File: config.mk
export PLATFORM = sky130hd
export DESIGN_NAME = ifetch_flat
export DESIGN_NICKNAME = d
export VERILOG_FILES = /design/src/rtl/risc_pkg.sv /design/src/rtl/ifetch_if.sv /design/src/rtl/ifetch_fifo.sv /design/src/rtl/ifetch.sv /design/src/flat_wrapper.sv
export SDC_FILE = /design/constraint.sdc
export NUM_CORES = 1
export LEC_CHECK = 0
export CAP_MARGIN = 5
export CORE_MARGIN = 2
export CORE_UTILIZATION = 44
export DETAILED_ROUTE_END_ITERATION = 10
export PLACE_DENSITY = 0.77
export SLEW_MARGIN = 30
export SYNTH_ARGS = -nofsm -noshare
export SYNTH_HDL_FRONTEND = slang
export SYNTH_HIERARCHICAL = 1
export SYNTH_SLANG_ARGS = --single-unit
File: constraint.sdc
create_clock -name clk -period 17.95 [get_ports clk]
set_clock_uncertainty 0.1 [all_clocks]
set_input_delay 3.59 -clock clk [delete_from_list [all_inputs] [get_ports clk]]
set_output_delay 3.59 -clock clk [all_outputs]
set_load 0.01 [all_outputs]
File: src/rtl/risc_pkg.sv
// Shared fetch-stage types and widths.
package risc_pkg;

  localparam int unsigned INST_W  = 32;
  localparam int unsigned PC_W    = 32;
  localparam int unsigned PC_STEP = 4;
  localparam logic [PC_W-1:0] RESET_PC_DEFAULT = 32'h0000_0000;

  typedef enum logic [1:0] {
    IDLE,
    REQ,
    HOLD,
    DISCARD
  } fetch_state_t;

  typedef struct packed {
    logic [PC_W-1:0]   pc;
    logic [INST_W-1:0] inst;
  } fetch_entry_t;

endpackage

File: src/rtl/ifetch_if.sv
// Fetch-stage bus: instruction memory handshake plus decode-facing signals.
interface ifetch_if;

  logic                        imem_req;
  logic [risc_pkg::PC_W-1:0]   imem_addr;
  logic                        imem_ack;
  logic [risc_pkg::INST_W-1:0] imem_rdata;
  logic                        stall;
  logic                        redirect;
  logic [risc_pkg::PC_W-1:0]   redirect_pc;
  logic [risc_pkg::INST_W-1:0] inst;
  logic [risc_pkg::PC_W-1:0]   inst_pc;
  logic                        cnt;

  modport master (
    output imem_req, imem_addr, inst, inst_pc, cnt,
    input  imem_ack, imem_rdata, stall, redirect, redirect_pc
  );

  modport slave (
    input  imem_req, imem_addr, inst, inst_pc, cnt,
    output imem_ack, imem_rdata, stall, redirect, redirect_pc
  );

endinterface

File: src/rtl/ifetch_fifo.sv
// Small instruction buffer; head and valid are registered so decode never sees memory data directly.
module ifetch_fifo
  import risc_pkg::*;
#(
  parameter int unsigned DEPTH = 2
) (
  input  logic                         clk,
  input  logic                         rst_n,
  input  logic                         push,
  input  fetch_entry_t                 push_data,
  input  logic                         pop,
  input  logic                         flush,
  output fetch_entry_t                 head,
  output logic                         nonempty,
  output logic [$clog2(DEPTH+1)-1:0]   count
);

  localparam int unsigned PTR_W = $clog2(DEPTH);
  localparam int unsigned CNT_W = $clog2(DEPTH + 1);

  fetch_entry_t     mem [DEPTH];
  logic [PTR_W-1:0] rd_ptr;
  logic [PTR_W-1:0] wr_ptr;
  logic             do_pop_c;
  logic             do_push_c;
  logic [PTR_W-1:0] rd_ptr_nxt_c;
  logic [CNT_W-1:0] occ_c;
  logic [CNT_W-1:0] count_nxt_c;
  fetch_entry_t     head_nxt_c;

  // Next head: oldest surviving entry, or the incoming word when it lands in an empty buffer.
  always_comb begin
    do_pop_c     = pop && (count != '0);
    do_push_c    = push && ((count != CNT_W'(DEPTH)) || do_pop_c);
    rd_ptr_nxt_c = rd_ptr + PTR_W'(do_pop_c);
    occ_c        = count - CNT_W'(do_pop_c);
    count_nxt_c  = occ_c + CNT_W'(do_push_c);
    head_nxt_c   = head;
    if (occ_c != '0) begin
      head_nxt_c = mem[rd_ptr_nxt_c];
    end else if (do_push_c) begin
      head_nxt_c = push_data;
    end
  end

  always_ff @(posedge clk) begin
    if (!rst_n) begin
      rd_ptr   <= '0;
      wr_ptr   <= '0;
      count    <= '0;
      nonempty <= 1'b0;
      head     <= '0;
    end else if (flush) begin
      rd_ptr   <= '0;
      wr_ptr   <= '0;
      count    <= '0;
      nonempty <= 1'b0;
    end else begin
      if (do_push_c) begin
        wr_ptr <= wr_ptr + PTR_W'(1);
      end
      rd_ptr   <= rd_ptr_nxt_c;
      count    <= count_nxt_c;
      nonempty <= (count_nxt_c != '0);
      head     <= head_nxt_c;
    end
  end

  always_ff @(posedge clk) begin
    if (do_push_c && !flush) begin
      mem[wr_ptr] <= push_data;
    end
  end

endmodule

File: src/rtl/ifetch.sv
// Instruction fetch: owns the PC, issues one outstanding imem request at a time, buffers words for decode.
module ifetch
  import risc_pkg::*;
#(
  parameter logic [PC_W-1:0] RESET_PC = RESET_PC_DEFAULT,
  parameter int unsigned     DEPTH    = 2
) (
  input  logic     clk,
  input  logic     rst_n,
  ifetch_if.master bus
);

  localparam int unsigned CNT_W = $clog2(DEPTH + 1);
  localparam int unsigned CA_W  = CNT_W + 1;

  fetch_state_t     state;
  fetch_state_t     state_nxt;
  logic [PC_W-1:0]  pc;
  logic [PC_W-1:0]  pc_nxt;
  logic             req_q;
  logic [PC_W-1:0]  addr_q;
  logic             push_c;
  logic             pop_c;
  logic             flush_c;
  fetch_entry_t     entry_c;
  fetch_entry_t     head;
  logic             nonempty;
  logic [CNT_W-1:0] count;

  ifetch_fifo #(.DEPTH(DEPTH)) u_fifo (
    .clk       (clk),
    .rst_n     (rst_n),
    .push      (push_c),
    .push_data (entry_c),
    .pop       (pop_c),
    .flush     (flush_c),
    .head      (head),
    .nonempty  (nonempty),
    .count     (count)
  );

  // Next-state, PC update and FIFO control; redirect overrides everything else.
  always_comb begin
    state_nxt     = state;
    pc_nxt        = pc;
    push_c        = 1'b0;
    flush_c       = 1'b0;
    pop_c         = nonempty && !bus.stall;
    entry_c.pc    = pc;
    entry_c.inst  = bus.imem_rdata;
    case (state)
      IDLE: begin
        if (count < CNT_W'(DEPTH)) state_nxt = REQ;
      end
      REQ: begin
        if (bus.imem_ack) begin
          push_c = 1'b1;
          pc_nxt = pc + PC_W'(PC_STEP);
          // Only keep requesting if the next ack is guaranteed a free slot.
          if ((CA_W'(count) + CA_W'(1) - CA_W'(pop_c)) >= CA_W'(DEPTH)) state_nxt = HOLD;
        end
      end
      HOLD: begin
        if (pop_c) state_nxt = REQ;
      end
      DISCARD: begin
        if (bus.imem_ack) state_nxt = REQ;
      end
      default: state_nxt = IDLE;
    endcase
    if (bus.redirect) begin
      flush_c = 1'b1;
      push_c  = 1'b0;
      pc_nxt  = {bus.redirect_pc[PC_W-1:2], 2'b00};
      if (((state == REQ) || (state == DISCARD)) && !bus.imem_ack) begin
        state_nxt = DISCARD;
      end else begin
        state_nxt = REQ;
      end
    end
  end

  // imem_addr only moves when a fresh request starts, so it stays put through DISCARD.
  always_ff @(posedge clk) begin
    if (!rst_n) begin
      state  <= IDLE;
      pc     <= RESET_PC;
      req_q  <= 1'b0;
      addr_q <= RESET_PC;
    end else begin
      state <= state_nxt;
      pc    <= pc_nxt;
      req_q <= (state_nxt == REQ) || (state_nxt == DISCARD);
      if (state_nxt == REQ) addr_q <= pc_nxt;
    end
  end

  assign bus.imem_req  = req_q;
  assign bus.imem_addr = addr_q;
  assign bus.inst      = head.inst;
  assign bus.inst_pc   = head.pc;
  assign bus.cnt       = nonempty;

endmodule

File: src/flat_wrapper.sv
// flat-port wrapper written by rule: the top's interface ports become plain ports
module ifetch_flat import risc_pkg::*;
#(
  parameter logic [PC_W-1:0] RESET_PC = RESET_PC_DEFAULT,
  parameter int unsigned     DEPTH    = 2
)
  (clk, rst_n, bus_imem_req, bus_imem_addr, bus_inst, bus_inst_pc, bus_cnt, bus_imem_ack, bus_imem_rdata, bus_stall, bus_redirect, bus_redirect_pc);
  ifetch_if bus_i ();
  input  logic clk;
  input  logic rst_n;
  output wire logic [$bits(bus_i.imem_req)-1:0] bus_imem_req;
  output wire logic [$bits(bus_i.imem_addr)-1:0] bus_imem_addr;
  output wire logic [$bits(bus_i.inst)-1:0] bus_inst;
  output wire logic [$bits(bus_i.inst_pc)-1:0] bus_inst_pc;
  output wire logic [$bits(bus_i.cnt)-1:0] bus_cnt;
  input wire logic [$bits(bus_i.imem_ack)-1:0] bus_imem_ack;
  input wire logic [$bits(bus_i.imem_rdata)-1:0] bus_imem_rdata;
  input wire logic [$bits(bus_i.stall)-1:0] bus_stall;
  input wire logic [$bits(bus_i.redirect)-1:0] bus_redirect;
  input wire logic [$bits(bus_i.redirect_pc)-1:0] bus_redirect_pc;
  assign bus_imem_req = bus_i.imem_req;
  assign bus_imem_addr = bus_i.imem_addr;
  assign bus_inst = bus_i.inst;
  assign bus_inst_pc = bus_i.inst_pc;
  assign bus_cnt = bus_i.cnt;
  assign bus_i.imem_ack = bus_imem_ack;
  assign bus_i.imem_rdata = bus_imem_rdata;
  assign bus_i.stall = bus_stall;
  assign bus_i.redirect = bus_redirect;
  assign bus_i.redirect_pc = bus_redirect_pc;
  ifetch #(.RESET_PC(RESET_PC), .DEPTH(DEPTH)) u_core (.clk(clk), .rst_n(rst_n), .bus(bus_i));
endmodule
# Yosys cells after proc, flatten, opt, wreduce, memory -nomap -nowiden
# Memory sizes are Yosys's and may differ from the RTL's.
# Cells that the tools add are included.
# classes
n_addsub	7
reduce_logical	18
muxes	19
n_eq_ne	6
bitwise	2
n_lt_le_gt_ge	2
# op_table
cell	count
64-bit two-way mux	2
32-bit two-way mux	3
32-bit by 3-bit adder with 32-bit output (second input constant)	1
2-bit two-way mux	7
2-bit case mux with 4 select lines	1
2-bit nonzero test	4
2-bit equality test (second input constant)	3
1-bit two-way mux	6
1-bit logical AND	5
2-bit by 1-bit equality test with 1-bit output (second input constant)	2
2-bit by 1-bit adder with 3-bit output (second input constant)	1
3-bit by 2-bit >= comparator with 1-bit output (second input constant)	1
1-bit logical NOT	3
1-bit logical OR	3
3-bit by 1-bit subtractor with 3-bit output	1
2-bit by 1-bit adder with 2-bit output	1
2-bit logical NOT	1
2-bit less-than comparator (second input constant)	1
2-bit != test (second input constant)	1
1-bit NOT	2
2-bit AND reduction	1
2-bit OR reduction	1
2-bit by 1-bit subtractor with 2-bit output	1
1-bit adder	1
1-bit adder (second input constant)	1
# totals
output_inout_bits	98
inputBits	69
ram_bits	128
ff_bits	136
n_memories	1
elab_cells	65
# mem_list
name	depth	width	rd	rd_clocked_by_memory_dff	wr	line	text
u_core.u_fifo.mem	2	64	1	0	1	ifetch_fifo.sv:21	fetch_entry_t mem [DEPTH];

# Longest topological paths before layout
# Gate-level depths: netlist of run 1.
# logic_depth
depth_word	10
ltp_mapped	11
ltp_nobuf	9

# Modules after synthesis
# Netlist of run 1, hierarchy kept.
# by_module_without_submodules
module	seq_area_each_um2	cells_per_inst	n_inst	area_per_inst_um2
ifetch_fifo	5225.0	449	1	7498.4
ifetch	1321.3	363	1	3145.5

# Least setup slack after synthesis of run 1
# No wires, ideal clock.
# synth_path
path_type	in2reg
from	input bus_stall
to	memory u_core/u_fifo/mem[1][0] in the netlist's numbering, enable pin
setup_ns	0.579
path_stages	5
n_path_buf	0
t_arrival_ns	8.682
path_slack_ns	8.589
path_cell_list	nand2b_4 -> inv_1 -> or3b_1 -> nand2_1 -> nor3b_1
# synth_between
elab_chain_len	8
# synth_rtl
element	line	text
start: declaration	flat_wrapper.sv:18	input wire logic [$bits(bus_i.stall)-1:0] bus_stall;
1-bit logical NOT	ifetch.sv:48	pop_c = nonempty && !bus.stall;
1-bit logical AND	ifetch.sv:48	
named net u_core.pop_c	ifetch.sv:23	logic pop_c;
1-bit logical AND	ifetch_fifo.sv:33	do_pop_c = pop && (count != '0);
1-bit logical OR	ifetch_fifo.sv:34	do_push_c = push && ((count != CNT_W'(DEPTH)) || do_pop_c);
1-bit logical AND	ifetch_fifo.sv:34	
1-bit logical AND	ifetch_fifo.sv:70	if (do_push_c && !flush) begin
1-bit two-way mux	ifetch_fifo.sv:70	
1-bit two-way mux (not written as such)	ifetch_fifo.sv:71	mem[wr_ptr] <= push_data;
end: declaration	ifetch_fifo.sv:21	
# The timed path passes the listed nets, and every way through them passes these cells.

# Worst setup path in the final report of run 1
# layout_path
from	input bus_stall
to	register, netlist name u_core/u_fifo/head[8]
# layout_between
elab_chain_len	7
# layout_rtl
element	line
1-bit logical NOT *	ifetch.sv:48
1-bit logical AND *	ifetch.sv:48
named net u_core.pop_c	ifetch.sv:23
1-bit logical AND *	ifetch_fifo.sv:33
2-bit by 1-bit subtractor with 2-bit output or 1-bit logical OR (tied branches)	ifetch_fifo.sv:36, ifetch_fifo.sv:34
2-bit nonzero test or 1-bit logical AND (tied branches)	ifetch_fifo.sv:39, ifetch_fifo.sv:34
2-bit nonzero test (no source line)	-
2-bit AND reduction (no source line)	-
# The timed path passes the listed nets; every way through them passes the cells marked *.
# A chain may end at the register's enable or synchronous reset.

==> results.py, run 1 <==
metrics = {
    "logic_synthesis": {
        "ys_types": 56,
        "avgSynthCellArea_um2": 13.1,
        "synthCells": 812,
        "asyncSetResetFlopFracSynth_pct": 0,
        "synthesized_area_fraction_occupied_by_ao_oa_aoi_and_oai_cells_pct": 11.0,
        "postSynthRegisterBits": 263,
        "post_synth_and_or_nand_nor_area_fraction_pct": 13.5,
        "synth_enable_flop_cells": 128,
        "synth_top_family_by_area": "simple AND/OR/NAND/NOR gates",
        "synth_xor_area_share_pct": 2.30,
        "yosys-mux-area-fraction_pct": 8.02,
        "synth_top_flop_cell": "dfxtp_1",
        "synthAdderAreaFrac_pct": 0.353,
        "syn_nets": 884,
        "post_synthesis_sequential_area_ratio_pct": 61.5,
        "yosysWarningCount": 6,
        "synth.cell_area_mm2": 0.0106,
    },
    "timing": {
        "rsz0062_at_grt": "false",
        "finalSetupTns_ps": 0,
        "worst_slew_pin_slew_ps": 872,
        "final_min_period_over_clock_period_pct": 34.4,
        "hold_violations": 0,
        "holdWs_ps": 357,
        "finalSetupViolCount": 0,
        "timing.final.crit_period_ps": 6180,
        "timing.fmax_mhz": 162,
        "slew_headroom_pct": 41.9,
        "worst_slack_ps": 11770,
        "final-max-slew-violation-count": 0,
    },
    "setup_path": {
        "critical_path_end": "u_core/u_fifo/head[8]",
        "critical-path-top-delay-family": "simple AND/OR/NAND/NOR gates",
        "timing.rr.end": "u_core/u_fifo/head[8]",
        "setup.worst_path.start": "bus_stall",
        "worst_r2r_startpoint": "u_core/u_fifo/nonempty",
        "worst-endpoint-required_ps": 18320,
        "cpMaxStageDelayCell": "and3_2",
        "cp.buffers_inverters": 3,
        "path_cells": "clkdlybuf4s50_1 -> nand2b_4 -> inv_1 -> o21a_2 -> ha_1 -> xnor2_1 -> and3_2 -> buf_4 -> and3_1 -> a221o_1",
        "crit_path_start_kind": "input pin",
        "crit_path_end_kind": "register",
        "worstSetupPathType": "in2reg",
        "worstPathMaxFanout": 35,
        "timing.critical_path.depth": 10,
        "register_to_register_path_setup_slack_ps": 15000,
        "depth_of_the_worst_register_to_register_path": 9,
        "worstPathArrival_ps": 6550,
        "crit_path_max_incr_delay_ps": 690,
    },
    "hold_path": {
        "worst_hold_path_type": "reg2reg",
    },
    "clocking": {
        "cts.repair.resized": 0,
        "clock_pin_slew_on_the_worst_setup_and_hold_paths_ps": 60,
        "cts-buffers-inserted": 28,
        "ctsHtreeMaxLevel": 1,
        "post_cts_hold_buffer_count": 0,
        "worst_skew_pair_later_pin_latency_ps": 540,
        "post-cts-setup-buffers": 0,
        "cts_tree": "built",
        "tritoncts_num_sinks": 263,
        "clock_tree.buffer_depth": 3,
        "clock_tree.root_cell": "clkbuf_16",
    },
    "routing": {
        "dr_total_vias": 7256,
        "drt_pass1_iterations": 4,
        "route.antenna.remaining_nets": 0,
        "totalWireLength_um": 25600,
        "wire_per_inst_um": 19.6,
        "1st_iter_drt_viols": 444,
        "post-route-drc-count": 0,
        "route.detailed.vias_per_inst": 5.56,
    },
    "grt": {
        "gr-usage-met1_pct": 25.8,
        "grt_first_pass_wirelength_um": 40400,
        "met3_usage_pct": 3.23,
        "number_of_global_route_vias_before_repair": 7349,
        "antenna_found_initial": 0,
        "met2_usage_pct": 33.1,
        "remaining_global_route_overflow": 0,
        "grt_start_max_net_pins": 67,
        "top_usage_layer": "met2",
        "global_route.usage.total_pct": 19.6,
    },
    "finish": {
        "final.fill_count": 1952,
        "final_layout_size_suffix_gt1_share_pct": 14.2,
        "mostFrequentLayoutCells": "clkdlybuf4s50_1 (162), dfxtp_1 (135), edfxtp_1 (128), and3_1 (72), a221o_1 (64)",
        "multi_input_area_mm2": 0.00377,
        "design.final.nets": 1035,
        "layout-area-overhead-vs-synth_pct": 26.3,
        "antenna_cells": 0,
        "register_area_mm2": 0.00655,
        "layout_commonest_cell": "clkdlybuf4s50_1",
    },
    "die": {
        "boundaryPins": 167,
        "die_h_um": 160,
        "core_area_mm2": 0.0236,
        "width_of_the_chip_um": 160,
        "initial_core_util_pct": 45.1,
        "fp.dieArea_mm2": 0.0255,
        "fp-row-count": 56,
    },
    "pwr": {
        "power_density_mw_per_mm2": 101,
        "power.total_mw": 1.36,
        "vdd.ir_drop.worst_v": 0.0000720,
        "leakage_nw": 5.17,
    },
    "place": {
        "hpwlAfterDp_um": 15500,
        "dpl_worst_slack_ps": 11250,
        "place_congestion": 0.752,
        "port_buffers": 164,
    },
    "outcome": {
        "status": "finished clean",
    },
    "job": {
        "max_cap_violations": 0,
    },
}
## report_power, final
| group | leakage, nW | internal, mW | switching, mW | total (mW) |
|---|---|---|---|---|
| logic | 2.41 | 0.0492 | 0.0498 | 0.0990 |
| clock network | 0.474 | 0.369 | 0.226 | 0.596 |
| registers | 2.29 | 0.648 | 0.0152 | 0.663 |
| total | 5.17 | 1.07 | 0.291 | 1.36 |
## state kept, by name (all words and copies together) (netlist names)
register,cells
u_core/bus.imem_addr,32
u_core/u_fifo/wr_ptr,1
u_core/u_fifo/mem,128
u_core/state,2
u_core/u_fifo/nonempty,1
u_core/u_fifo/count,2
u_core/pc,32
u_core/u_fifo/head,64
u_core/u_fifo/rd_ptr,1
## metal layers
layer	part of all wire (%)	wire, um
met1	43	11000
met2	48	12400
met3	5.7	1460
met4	2.8	708
met5	0	0
## worst min path at each step
stage	from	to	depth (start not counted)	slack, ps
floorplan	u_core/pc[0]	u_core/u_fifo/mem[0][32]	0	350
global placement	u_core/bus.imem_addr[16]	u_core/bus.imem_addr[16]	2	350
detailed placement	u_core/bus.imem_addr[10]	u_core/bus.imem_addr[10]	2	350
CTS	u_core/bus.imem_addr[10]	u_core/bus.imem_addr[10]	2	360
global route	u_core/bus.imem_addr[10]	u_core/bus.imem_addr[10]	2	380
finish	u_core/bus.imem_addr[10]	u_core/bus.imem_addr[10]	2	360
## final cells by class
type / instances / share of cell area (%)
clock buffer: 44 / 6.36
clock inverter: 8 / 0.875
inverter: 8 / 0.223
multi-input combinational: 486 / 28.1
sequential: 263 / 48.7
tap: 319 / 2.97
timing repair buffer: 176 / 12.8
## through the flow
step	utilization, %	cells	cell area [um^2]
6_report	56.9	1304	13400
5_1_grt	56.9	1304	13400
4_1_cts	56.9	1304	13400
3_5_place_dp	52.8	1252	12500
3_3_place_gp	52.8	1252	12500
2_1_floorplan	-	812	10600
## cell families after synthesis
logic type | count (synthesis)
AOI/OAI and AO/OA | 139
xor gates and xnor gates | 28
adders and majority gates | 3
buffers and inverters | 63
DFF | 263
muxes | 66
and+or+nand+nor | 250
## tightest hold or removal path, delay by kind of cell (launching register included)
family | cells | cell delay, ps
AOI/OAI and AO/OA | 1 | 50
DFF | 1 | 310
and+or+nand+nor | 1 | 50
## cells in the mapped netlist (2+ instances only)
cell type / number / area (um^2)
a21o_1: 2 / 15.0
a21oi_1: 15 / 75.1
a221o_1: 64 / 641
and2_1: 14 / 87.6
and3_1: 73 / 457
and4_1: 6 / 52.6
buf_1: 2 / 7.51
buf_2: 15 / 75.1
buf_4: 3 / 22.5
buf_6: 12 / 135
clkbuf_1: 23 / 86.3
dfxtp_1: 135 / 2700
edfxtp_1: 128 / 3840
ha_1: 3 / 37.5
inv_1: 7 / 26.3
mux2_1: 16 / 180
mux2_2: 18 / 203
mux2_4: 30 / 450
mux2i_1: 2 / 20.0
nand2_1: 43 / 161
nand2b_1: 5 / 31.3
nand3_1: 31 / 155
nand4_1: 8 / 50.1
nand4_2: 3 / 37.5
nor2_1: 39 / 146
nor2b_1: 2 / 12.5
nor3_1: 7 / 35.0
nor3_2: 7 / 70.1
o211a_1: 3 / 30.0
o211ai_1: 3 / 22.5
o21a_1: 5 / 37.5
o21ai_0: 20 / 100
o21ai_1: 7 / 35.0
o31ai_1: 5 / 37.5
o31ai_2: 9 / 113
xnor2_1: 22 / 193
xor2_1: 6 / 52.6
(Power assumes the default switching activity.)
==> run 2: changes to the inputs <==
--- a/config.mk
+++ b/config.mk
@@ -9,7 +9,7 @@
 export CORE_MARGIN = 2
 export CORE_UTILIZATION = 44
 export DETAILED_ROUTE_END_ITERATION = 10
-export PLACE_DENSITY = 0.77
+export PLACE_DENSITY = 0.8
 export SLEW_MARGIN = 30
 export SYNTH_ARGS = -nofsm -noshare
 export SYNTH_HDL_FRONTEND = slang
==> constraint.sdc (replaced) <==
create_clock -name clk -period 5.25 [get_ports clk]
set_clock_uncertainty 0.1 [all_clocks]
set_input_delay 1.05 -clock clk [delete_from_list [all_inputs] [get_ports clk]]
set_output_delay 1.05 -clock clk [all_outputs]
set_load 0.01 [all_outputs]
==> run 2 against run 1 <==
  * Setup slack worse by 9900 ps
  * Global-route usage increased by 0.28 points
  * Sequential cell count did not move
  * Cell count barely moved
  * Count of clock-buffer cells in the layout decreased by 12
  * Via count fell by 1.2%
  * Die area stayed put
  * Register-to-register slack worse by 13000 ps
  * Wire length grew 1.3%
  * Critical endpoint is now u_core/u_fifo/head[43]
==> results.py, run 2 (synthesis results as in run 1) <==
metrics = {
    "timing": {
        "final_min_period_over_clock_period_pct": 64.8,
        "timing.fmax_mhz": 294,
        "hold_violations": 0,
        "finalSetupViolCount": 0,
        "worst_slew_pin_slew_ps": 900,
        "timing.final.crit_period_ps": 3400,
        "rsz0062_at_grt": "false",
        "slew_headroom_pct": 39.8,
        "finalSetupTns_ps": 0,
        "final-max-slew-violation-count": 0,
    },
    "finish": {
        "layout-area-overhead-vs-synth_pct": 25.4,
        "layout_commonest_cell": "clkdlybuf4s50_1",
        "final_layout_size_suffix_gt1_share_pct": 14.2,
        "biggestRegsByFlops": "u_core/u_fifo/mem (128), u_core/u_fifo/head (64)",
        "fin_util_pct": 56.5,
        "largest_reg_flops": 128,
        "design.final.nets": 1041,
        "largest-register": "u_core/u_fifo/mem",
        "mostFrequentLayoutCells": "clkdlybuf4s50_1 (163), dfxtp_1 (135), edfxtp_1 (128), and3_1 (72), a221o_1 (64)",
    },
    "setup_path": {
        "worstPathMaxFanout": 42,
        "depth_of_the_worst_register_to_register_path": 7,
        "cp.buffers_inverters": 3,
        "register_to_register_path_setup_slack_ps": 2490,
        "path_cells": "clkdlybuf4s50_1 -> nand2b_4 -> inv_1 -> o21a_2 -> ha_1 -> xnor2_1 -> and3_2 -> buf_12 -> and3_1 -> a221o_1",
        "worstSetupPathType": "in2reg",
        "crit_path_start_kind": "input pin",
        "crit_path_end_kind": "register",
        "critical-path-top-delay-family": "simple AND/OR/NAND/NOR gates",
        "cpMaxStageDelayCell": "and3_2",
        "timing.critical_path.depth": 10,
        "crit_path_max_incr_delay_ps": 630,
        "worstPathArrival_ps": 3760,
        "worst-endpoint-required_ps": 5610,
    },
    "grt": {
        "global_route.usage.total_pct": 19.9,
        "grt_first_pass_wirelength_um": 40300,
        "number_of_global_route_vias_before_repair": 7330,
        "grt_start_max_net_pins": 43,
        "remaining_global_route_overflow": 0,
        "antenna_found_initial": 1,
    },
    "routing": {
        "route.detailed.vias_per_inst": 5.49,
        "totalWireLength_um": 25900,
        "dr_total_vias": 7166,
        "route.antenna.remaining_nets": 0,
        "wire_per_inst_um": 19.9,
        "post-route-drc-count": 0,
        "1st_iter_drt_viols": 452,
        "drt_pass1_iterations": 5,
    },
    "pwr": {
        "vdd.ir_drop.worst_v": 0.000215,
        "leakage_nw": 5.13,
        "power_density_mw_per_mm2": 326,
    },
    "hold_path": {
        "worst_hold_path_type": "reg2reg",
        "hold-path-cell-count": 2,
    },
    "clocking": {
        "post_cts_hold_buffer_count": 0,
        "post-cts-setup-buffers": 0,
        "worst_skew_pair_later_pin_latency_ps": 520,
        "clock_tree.buffer_depth": 3,
        "cts-buffers-inserted": 27,
        "clock_pin_slew_on_the_worst_setup_and_hold_paths_ps": 60,
        "cts.repair.resized": 0,
        "cts_tree": "built",
        "ctsHtreeMaxLevel": 1,
        "tritoncts_num_sinks": 263,
        "clock_tree.root_cell": "clkbuf_16",
    },
    "die": {
        "fp.dieArea_mm2": 0.0255,
        "width_of_the_chip_um": 160,
        "initial_core_util_pct": 45.1,
        "fp-row-count": 56,
        "core_area_mm2": 0.0236,
        "boundaryPins": 167,
        "die_h_um": 160,
    },
    "job": {
        "max_cap_violations": 0,
    },
    "place": {
        "place_congestion": 0.769,
        "hpwlAfterDp_um": 16500,
        "port_buffers": 164,
    },
    "outcome": {
        "status": "finished clean",
    },
}
run 2: cell count changes in the layout (fill, tap and decap cells not counted), sizes merged:
cell | before | now
clkdlybuf4s50 | 162 | 163
clkbuf | 44 | 32
buf | 14 | 20
clkinv | 4 | 11
bufinv | 3 | 1
diode | 0 | 1
run 2: worst paths after layout:
path                                               start                       end
worst max register to register           u_core/state[0]    u_core/u_fifo/head[15]
worst min register to register  u_core/bus.imem_addr[10]  u_core/bus.imem_addr[10]
worst min-delay path            u_core/bus.imem_addr[10]  u_core/bus.imem_addr[10]
worst max-delay path                           bus_stall    u_core/u_fifo/head[43]
run 2: final cells by class:
class                      count  area, um^2
tap                          319         399
fill                        1929       10300
clock buffer                  32         694
clock inverter                13        95.1
timing repair buffer         183        1800
sequential                   263        6550
inverter                       8        30.0
multi-input combinational    486        3780
antenna                        1        2.50
run 2: tightest hold or removal path: stages (launching register included):
cell and delay (ps):
dfxtp_1 310, nand2_1 50, a21oi_1 50
run 2: where the power goes:
part	switching [mW]	total [mW]	internal, mW
Clock	0.758	1.74	0.986
Combinational	0.171	0.343	0.172
Sequential	0.0535	2.27	2.21
run 2: per-layer routing:
metal  vias to the layer above  routed length [um]  GRT usage [%]
li1                       3390                   -              -
met3                        36                1510           3.13
met1                      3506               11100           25.8
met5                         -                   0              0
met2                       234               12800           34.4
met4                         0                 518           5.62
run 2: stage by stage:
stage                     hold WS [ps]  cell area (um^2)  power [mW]  cells  worst slack, ps
after CTS                          361             13300        4.39   1303             1850
after detailed placement           350             12500        2.65   1258             1320
after floorplan                    354             10700        2.47    812              688
after global routing               375             13300        4.50   1305             1750
final                              360             13300        4.35   1305             1850
after global placement             347             12500        2.64   1258             1360
